--- src/rtl/multiciclo_control_pkg.sv ---
// Shared definitions for the RV32I multicycle main control FSM.
// Holds the opcode constants, the FSM state encoding and the
// datapath mux-select encodings used by the control outputs.
package multiciclo_control_pkg;

    // RV32I base opcodes (IR[6:0])
    localparam logic [6:0] OPC_LOAD   = 7'b0000011;
    localparam logic [6:0] OPC_STORE  = 7'b0100011;
    localparam logic [6:0] OPC_OP     = 7'b0110011;
    localparam logic [6:0] OPC_OPIMM  = 7'b0010011;
    localparam logic [6:0] OPC_BRANCH = 7'b1100011;
    localparam logic [6:0] OPC_JAL    = 7'b1101111;
    localparam logic [6:0] OPC_JALR   = 7'b1100111;
    localparam logic [6:0] OPC_LUI    = 7'b0110111;
    localparam logic [6:0] OPC_AUIPC  = 7'b0010111;

    // FSM states; 14 used codes out of 16
    typedef enum logic [3:0] {
        StFetch    = 4'd0,
        StDecode   = 4'd1,
        StMemAddr  = 4'd2,
        StMemRead  = 4'd3,
        StMemWb    = 4'd4,
        StMemWrite = 4'd5,
        StExecR    = 4'd6,
        StExecI    = 4'd7,
        StLui      = 4'd8,
        StAluWb    = 4'd9,
        StBranch   = 4'd10,
        StJal      = 4'd11,
        StJalr     = 4'd12,
        StIllegal  = 4'd13
    } stateT;

    // ALU A input select
    localparam logic [1:0] ASRC_PC    = 2'b00;
    localparam logic [1:0] ASRC_REGA  = 2'b01;
    localparam logic [1:0] ASRC_PCOLD = 2'b10;
    localparam logic [1:0] ASRC_ZERO  = 2'b11;

    // ALU B input select
    localparam logic [1:0] BSRC_REGB  = 2'b00;
    localparam logic [1:0] BSRC_FOUR  = 2'b01;
    localparam logic [1:0] BSRC_IMM   = 2'b10;

    // Next-PC select
    localparam logic [1:0] PCSRC_ALU    = 2'b00;
    localparam logic [1:0] PCSRC_ALUOUT = 2'b01;
    localparam logic [1:0] PCSRC_JALR   = 2'b10;

    // Register-file write data select
    localparam logic [1:0] M2R_ALUOUT = 2'b00;
    localparam logic [1:0] M2R_MDR    = 2'b01;
    localparam logic [1:0] M2R_PC     = 2'b10;

    // ALU operation class, refined by alu_control
    localparam logic [1:0] ALUOP_ADD    = 2'b00;
    localparam logic [1:0] ALUOP_BRANCH = 2'b01;
    localparam logic [1:0] ALUOP_FUNCT  = 2'b10;

endpackage

--- src/rtl/multiciclo_control_counter.sv ---
// Retired-instruction counter for the multicycle control FSM.
// Ports:
//   clock   - system clock, rising edge
//   reset_n - asynchronous active-low reset, clears the count
//   retire  - one retirement this cycle; count advances on the edge
//   count   - current count, wraps modulo 2^CNT_W
module multiciclo_control_counter #(
    parameter int unsigned CNT_W = 32
) (
    input  logic             clock,
    input  logic             reset_n,
    input  logic             retire,
    output logic [CNT_W-1:0] count
);

    logic [CNT_W-1:0] countQ;
    logic [CNT_W-1:0] countD;

    always_comb begin
        countD = countQ;
        if (retire) begin
            countD = countQ + {{(CNT_W-1){1'b0}}, 1'b1};
        end
    end

    always_ff @(posedge clock or negedge reset_n) begin
        if (!reset_n) begin
            countQ <= '0;
        end else begin
            countQ <= countD;
        end
    end

    assign count = countQ;

endmodule

--- src/rtl/multiciclo_control.sv ---
// Main control FSM for the RV32I multicycle datapath.
// Decodes the IR opcode and drives the memory, register-file, PC and
// ALU/mux controls each cycle; memory states stall on MemReady.
// Ports:
//   clock, reset_n          - clock and asynchronous active-low reset
//   Opcode                  - IR[6:0]
//   MemReady                - memory completes current access this cycle
//   ReadMemory, WriteMemory - memory enables; IorD selects address (0=PC)
//   IRWrite                 - latch ReadData into IR and PC into PCOld
//   PCWrite, PCWriteCond    - unconditional / branch-taken PC update
//   PCSource, MemtoReg      - next-PC and rd write-data selects
//   RegWrite                - register file write enable
//   ALUSrcA, ALUSrcB, ALUOp - ALU operand and operation selects
//   Illegal                 - unsupported opcode seen (held until reset)
//   Instret                 - retired-instruction count
module multiciclo_control
    import multiciclo_control_pkg::*;
#(
    parameter bit          WAIT_MEM = 1'b1,
    parameter int unsigned CNT_W    = 32
) (
    input  logic             clock,
    input  logic             reset_n,
    input  logic [6:0]       Opcode,
    input  logic             MemReady,
    output logic             ReadMemory,
    output logic             WriteMemory,
    output logic             IorD,
    output logic             IRWrite,
    output logic             PCWrite,
    output logic             PCWriteCond,
    output logic [1:0]       PCSource,
    output logic             RegWrite,
    output logic [1:0]       MemtoReg,
    output logic [1:0]       ALUSrcA,
    output logic [1:0]       ALUSrcB,
    output logic [1:0]       ALUOp,
    output logic             Illegal,
    output logic [CNT_W-1:0] Instret
);

    stateT stateQ;
    stateT stateD;
    logic  memReady;
    logic  retire;

    // With WAIT_MEM=0 every memory access is treated as single-cycle
    assign memReady = WAIT_MEM ? MemReady : 1'b1;

    always_comb begin
        stateD      = stateQ;
        retire      = 1'b0;
        ReadMemory  = 1'b0;
        WriteMemory = 1'b0;
        IorD        = 1'b0;
        IRWrite     = 1'b0;
        PCWrite     = 1'b0;
        PCWriteCond = 1'b0;
        PCSource    = PCSRC_ALU;
        RegWrite    = 1'b0;
        MemtoReg    = M2R_ALUOUT;
        ALUSrcA     = ASRC_PC;
        ALUSrcB     = BSRC_REGB;
        ALUOp       = ALUOP_ADD;
        Illegal     = 1'b0;

        unique case (stateQ)
            StFetch: begin
                // PC+4 computed in parallel with the instruction read
                ReadMemory = 1'b1;
                ALUSrcB    = BSRC_FOUR;
                IRWrite    = memReady;
                PCWrite    = memReady;
                if (memReady) begin
                    stateD = StDecode;
                end
            end
            StDecode: begin
                // Speculative branch/JAL target: ALUOut = PCOld + Imm
                ALUSrcA = ASRC_PCOLD;
                ALUSrcB = BSRC_IMM;
                case (Opcode)
                    OPC_LOAD, OPC_STORE: stateD = StMemAddr;
                    OPC_OP:              stateD = StExecR;
                    OPC_OPIMM:           stateD = StExecI;
                    OPC_BRANCH:          stateD = StBranch;
                    OPC_JAL:             stateD = StJal;
                    OPC_JALR:            stateD = StJalr;
                    OPC_LUI:             stateD = StLui;
                    OPC_AUIPC:           stateD = StAluWb;
                    default:             stateD = StIllegal;
                endcase
            end
            StMemAddr: begin
                ALUSrcA = ASRC_REGA;
                ALUSrcB = BSRC_IMM;
                stateD  = (Opcode == OPC_LOAD) ? StMemRead : StMemWrite;
            end
            StMemRead: begin
                ReadMemory = 1'b1;
                IorD       = 1'b1;
                if (memReady) begin
                    stateD = StMemWb;
                end
            end
            StMemWb: begin
                RegWrite = 1'b1;
                MemtoReg = M2R_MDR;
                retire   = 1'b1;
                stateD   = StFetch;
            end
            StMemWrite: begin
                WriteMemory = 1'b1;
                IorD        = 1'b1;
                if (memReady) begin
                    retire = 1'b1;
                    stateD = StFetch;
                end
            end
            StExecR: begin
                ALUSrcA = ASRC_REGA;
                ALUSrcB = BSRC_REGB;
                ALUOp   = ALUOP_FUNCT;
                stateD  = StAluWb;
            end
            StExecI: begin
                ALUSrcA = ASRC_REGA;
                ALUSrcB = BSRC_IMM;
                ALUOp   = ALUOP_FUNCT;
                stateD  = StAluWb;
            end
            StLui: begin
                ALUSrcA = ASRC_ZERO;
                ALUSrcB = BSRC_IMM;
                stateD  = StAluWb;
            end
            StAluWb: begin
                RegWrite = 1'b1;
                MemtoReg = M2R_ALUOUT;
                retire   = 1'b1;
                stateD   = StFetch;
            end
            StBranch: begin
                ALUSrcA     = ASRC_REGA;
                ALUSrcB     = BSRC_REGB;
                ALUOp       = ALUOP_BRANCH;
                PCWriteCond = 1'b1;
                PCSource    = PCSRC_ALUOUT;
                retire      = 1'b1;
                stateD      = StFetch;
            end
            StJal: begin
                // rd gets the current PC, which already holds PCOld+4
                PCWrite  = 1'b1;
                PCSource = PCSRC_ALUOUT;
                RegWrite = 1'b1;
                MemtoReg = M2R_PC;
                retire   = 1'b1;
                stateD   = StFetch;
            end
            StJalr: begin
                ALUSrcA  = ASRC_REGA;
                ALUSrcB  = BSRC_IMM;
                PCWrite  = 1'b1;
                PCSource = PCSRC_JALR;
                RegWrite = 1'b1;
                MemtoReg = M2R_PC;
                retire   = 1'b1;
                stateD   = StFetch;
            end
            StIllegal: begin
                // Absorbing: only reset_n leaves this state
                Illegal = 1'b1;
            end
            default: begin
                stateD = StFetch;
            end
        endcase
    end

    always_ff @(posedge clock or negedge reset_n) begin
        if (!reset_n) begin
            stateQ <= StFetch;
        end else begin
            stateQ <= stateD;
        end
    end

    multiciclo_control_counter #(
        .CNT_W (CNT_W)
    ) uCounter (
        .clock   (clock),
        .reset_n (reset_n),
        .retire  (retire),
        .count   (Instret)
    );

endmodule

--- config.mk ---
export PLATFORM = sky130hd
export DESIGN_NAME = multiciclo_control
export DESIGN_NICKNAME = d
export VERILOG_FILES = /design/src/rtl/multiciclo_control_pkg.sv /design/src/rtl/multiciclo_control_counter.sv /design/src/rtl/multiciclo_control.sv
export SDC_FILE = /design/constraint.sdc
export NUM_CORES = 1
export LEC_CHECK = 0
export CAP_MARGIN = 20
export CORE_MARGIN = 5
export CORE_UTILIZATION = 43
export CTS_CLUSTER_SIZE = 12
export DETAILED_ROUTE_END_ITERATION = 12
export PLACE_DENSITY = 0.76
export SYNTH_ARGS = -nofsm -noshare
export SYNTH_HDL_FRONTEND = slang
export SYNTH_SLANG_ARGS = --single-unit
--- constraint.sdc ---
create_clock -name clock -period 1.5 [get_ports clock]
set_input_delay 0.375 -clock clock [delete_from_list [all_inputs] [get_ports clock]]
set_output_delay 0.375 -clock clock [all_outputs]
set_load 0.05 [all_outputs]
==> metrics.txt, run 1 <==
outcome stopped before the end; Halt Stage global routing; stop err [ERROR DPL-0038] Utilization greater than 100%, impossible to legalize; placed instance area 0.00394 mm2; Synth Area per Inst 9.55 um2; H-Tree Depth 2; Longest Clk Path Bufs 2; synthesized instance count 225; Port Buffers 59; ys flop type dfrtp_1; Die Ht 80.7 um; Ys Warns 0; effective utilization at floorplan 44.9%; Yosys cell types 51; TritonCTS Buffers 5; die width 80.7 um; Yosys reg bits 36; worst ep type top-level output; Mapped Area 0.00215 mm2; largest net degree at the start of global routing 37; Final GP Congestion 0.788; EDFF count, synth 0; worst setup endpoint GRT PCWrite; root buffer cell clkbuf_8; site row count 25; syn nets 236; Top Ports 60; Clock Sinks 36; sequential area share after synthesis 41.9%; DP Wirelength 4930 um; asr flop ratio synth 100%
per-stage QoR:
stage / setup WS (ns) / TNS, ns / utilization (%) / std cells
floorplan: -0.713 / -4.40 / - / 225
global placement: -0.610 / -19.75 / 82.2 / 397
detailed placement: -0.651 / -22.03 / 82.2 / 397
CTS: -0.464 / -12.80 / 92.5 / 419
kinds of logic after synthesis:
family	after synthesis	synth area share, %
AND/OR/NAND/NOR	104	27.7
flip-flops	36	41.9
AO/OA/AOI/OAI	30	10.3
buffers and inverters	19	5.01
multiplexers	2	0.990
XOR/XNOR	33	13.5
adder cells (fa/ha/maj)	1	0.582
timing repair:
action	CTS
gates cloned	1
pin swaps	49
endpoints found under the setup margin	54
gates resized for setup	72
hold buffers	0
setup buffers	13
synthesized netlist by cell type, types with 2 or more instances:
library cell	number	area [um2]
dfrtp_1	36	901
nand2_1	22	82.6
xnor2_1	19	166
nor2_1	18	67.6
nand3_1	14	70.1
xor2_1	14	123
a21oi_1	8	40.0
inv_1	7	26.3
nand4_1	7	43.8
nor3_1	6	30.0
o21ai_0	6	30.0
and3_1	4	25.0
clkbuf_1	4	15.0
nand2b_1	4	25.0
a21oi_2	3	26.3
and3_2	3	22.5
and4_1	3	26.3
buf_2	3	15.0
a21boi_0	2	15.0
and2_1	2	12.5
and2_2	2	15.0
buf_4	2	15.0
buf_6	2	22.5
nand4b_1	2	17.5
nor2b_1	2	12.5
nor3_2	2	20.0
nor4_1	2	12.5
o211ai_1	2	15.0
or3_1	2	12.5
==> inputs of run 2 (changes only) <==
- CORE_UTILIZATION: 43 -> 40
- CTS_CLUSTER_SIZE: 12 -> unset
- PLACE_DENSITY: 0.76 -> unset
- PLACE_DENSITY_LB_ADDON: unset -> 0.15
- clock period: 1.5 -> 2 ns (I/O delays scaled with it)
==> metrics.txt, run 2 <==
Max-slew headroom 71.7%; Critical Path, Cell by Cell nor4_4 > and2_4 > or2_4 > buf_12; Detail Route Antenna Nets 0; Clock Sinks 36 (unchanged); Commonest cells post-synth 36 x dfrtp_1, 22 x nand2_1, 19 x xnor2_1; Crit Path Max Fanout 7; Largest register FFs 32; grt total ovfl 0; Mapped Area 0.00215 mm2 (unchanged); r2r setup slk 0.24 ns; synthesized instance count 225 (unchanged); Max Cap Violations 0; Core Box Area 0.00517 mm2; startpoint types register; RSZ-0062 raised after global routing true; Antenna diodes 0; Longest Clk Path Bufs 2 (unchanged); remaining routing DRC violations 0; count leader, synth dfrtp_1; DRT iter0 DRCs 98; Period minus WS final 2.03 ns; setup violators final 4; asr flop ratio synth 100% (unchanged); Critical Path RT 1.50 ns; initial antenna violation count 0; ys flop type dfrtp_1; share of the synthesized area in the top cell type 41.9% (unchanged); Worst path slowest cell dfrtp_2; Lkg Pwr 0.00154 uW; worst setup path class register to output pin; site row count 26 (+4.0%); post-synth top area cell dfrtp_1; commonest non-fill, non-tap cell in the layout buf_4; actual slew at the worst max-slew pin 0.422 ns; critical path's largest stage delay 0.50 ns; DP Wirelength 4090 um (-17%); vias 1958; Critical Path Sink Type output pin; Setup TNS -0.0589 ns; Synth Area per Inst 9.55 um2 (unchanged); worst clock skew 0.00920 ns; vias in the first global route 1978; Yosys cell types 51 (unchanged); Total Wirelength 5500 um; Period Utilization, post-route 102%; largest net degree at the start of global routing 21; worst setup margin -0.0341 ns; Finished Cell Area 0.00341 mm2; fin. max-slew vios 0; Ys Warns 0 (unchanged); vias per cell 5.10; GRT Util Overall 16.4%; TritonCTS Buffers 5 (unchanged); Fmax 492 MHz; H-Tree Depth 2 (unchanged); EDFF count, synth 0 (unchanged); Worst Hold Class input pin to async pin; hold_buf cts 0 (unchanged); WP buf/inv 1; CTS tree yes; effective utilization at floorplan 41.5% (-3.4 points); TritonRoute pass-1 iters 4; die width 83.3 um (+3.2%); P per Cell Area 1280 mW/mm2; Yosys reg bits 36 (unchanged); root buffer cell clkbuf_8; Die Ht 83.3 um (+3.2%); Top Ports 60 (unchanged); layout cells sized above 1 44.6%; die area 0.00694 mm2; sequential area share after synthesis 41.9% (unchanged); most frequent cells in the layout 57 x buf_4, 33 x dfrtp_1, 21 x nand2_1; placed instance area 0.00313 mm2 (-20%); failing checks negative setup slack; drt wl/cell 14.3 um; syn nets 236 (unchanged); Final nets 324; Hold Vio Cnt, Final 0; CTS clock-pin slew for the worst setup and hold paths 0.08 ns; Final GP Congestion 0.819 (+3.9%); global-route wire length before repair 9540 um; clock latency on the worst-skew pair 0.28 ns; Arr. time, crit path 1.53 ns; area grow syn2layout 58.9%; outcome finished, violations left; top cells by area, synth dfrtp_1 42%, xnor2_1 7.7%, xor2_1 5.7%; Max VDD drop 1.23 mV; Crit path max-delay family simple AND/OR/NAND/NOR gates; Port Buffers 59 (unchanged)
[run 2: cell counts after synthesis]
Identical to the previous run, type by type.
[run 2: kinds of logic (layout without fill, tap and decap cells)]
logic type                 after synthesis  count (layout)  synth area share [%]
and+or+nand+nor                        104             104                  27.7
DFF                                     36              36                  41.9
xor gates and xnor gates                33              33                  13.5
AOI/OAI and AO/OA                       30              30                  10.3
buffers and inverters                   19             108                  5.01
muxes                                    2               2                 0.990
adders and majority gates                1               1                 0.582
[run 2: final timing paths]
kind	start	endpoint	cells past startpoint
worst max-delay path	stateQ[1]	PCWrite	4
worst min-delay path	reset_n	uCounter.count[26]	1
worst max register to register	stateQ[1]	uCounter.count[0]	6
worst min register to register	uCounter.count[31]	uCounter.count[31]	1
max in group asynchronous	reset_n	stateQ[1]	2
min in group clock	uCounter.count[31]	uCounter.count[31]	1
[run 2: metrics by stage]
| stage | utilization (%) | power [uW] | hold slack (ns) | instances | setup slack (ns) |
|---|---|---|---|---|---|
| floorplan | - | 2450 | 0.204 | 225 | -0.341 |
| global placement | 60.5 | 3440 | 0.450 | 369 | -0.244 |
| detailed placement | 60.5 | 3450 | 0.454 | 369 | -0.270 |
| CTS | 65.0 | 4290 | 0.141 | 382 | -0.0485 |
| global route | 66.0 | 4580 | 0.159 | 384 | -0.0876 |
| finish | 66.0 | 4370 | 0.141 | 384 | -0.0341 |
[run 2: final cells by class]
type	count	area (um2)
fillers	392	1760
clock buffers	5	68.8
clock inverters	3	42.5
well taps	70	87.6
flip-flops and latches	36	905
multi-input cells	170	1300
repair buffers	93	986
inverters	7	26.3
[run 2: power breakdown]
part           leakage, uW  switching (uW)  internal, uW
clock            0.0000541             266           369
combinational      0.00101            1490          1250
sequential        0.000477             151           830
[run 2: metal layers]
| metal | track usage (%) | vias to the layer above | wire, um | part of all wire, % |
|---|---|---|---|---|
| met3 | 4.55 | 8 | 269 | 4.9 |
| met1 | 22.4 | 957 | 2640 | 48 |
| met4 | 4.90 | 0 | 72 | 1.3 |
| li1 | - | 953 | - | - |
| met2 | 25.3 | 40 | 2520 | 46 |
| met5 | 0 | - | 0 | 0 |
[run 2: timing repair]
action	4_1_cts	5_1_grt
pin swaps	9	3
setup endpoints to repair	13	17
cloned	0	0
resized for setup	27	9
endpoints found under the hold margin	0	0
buffers inserted	5	3
Power figures use the tool's default switching activity.
==> inputs of run 3 (changes only) <==
- HOLD_SLACK_MARGIN: unset -> 0.03
==> results of run 3 <==
Same layout as run 2: the final DEF is identical, and so are final timing and power.
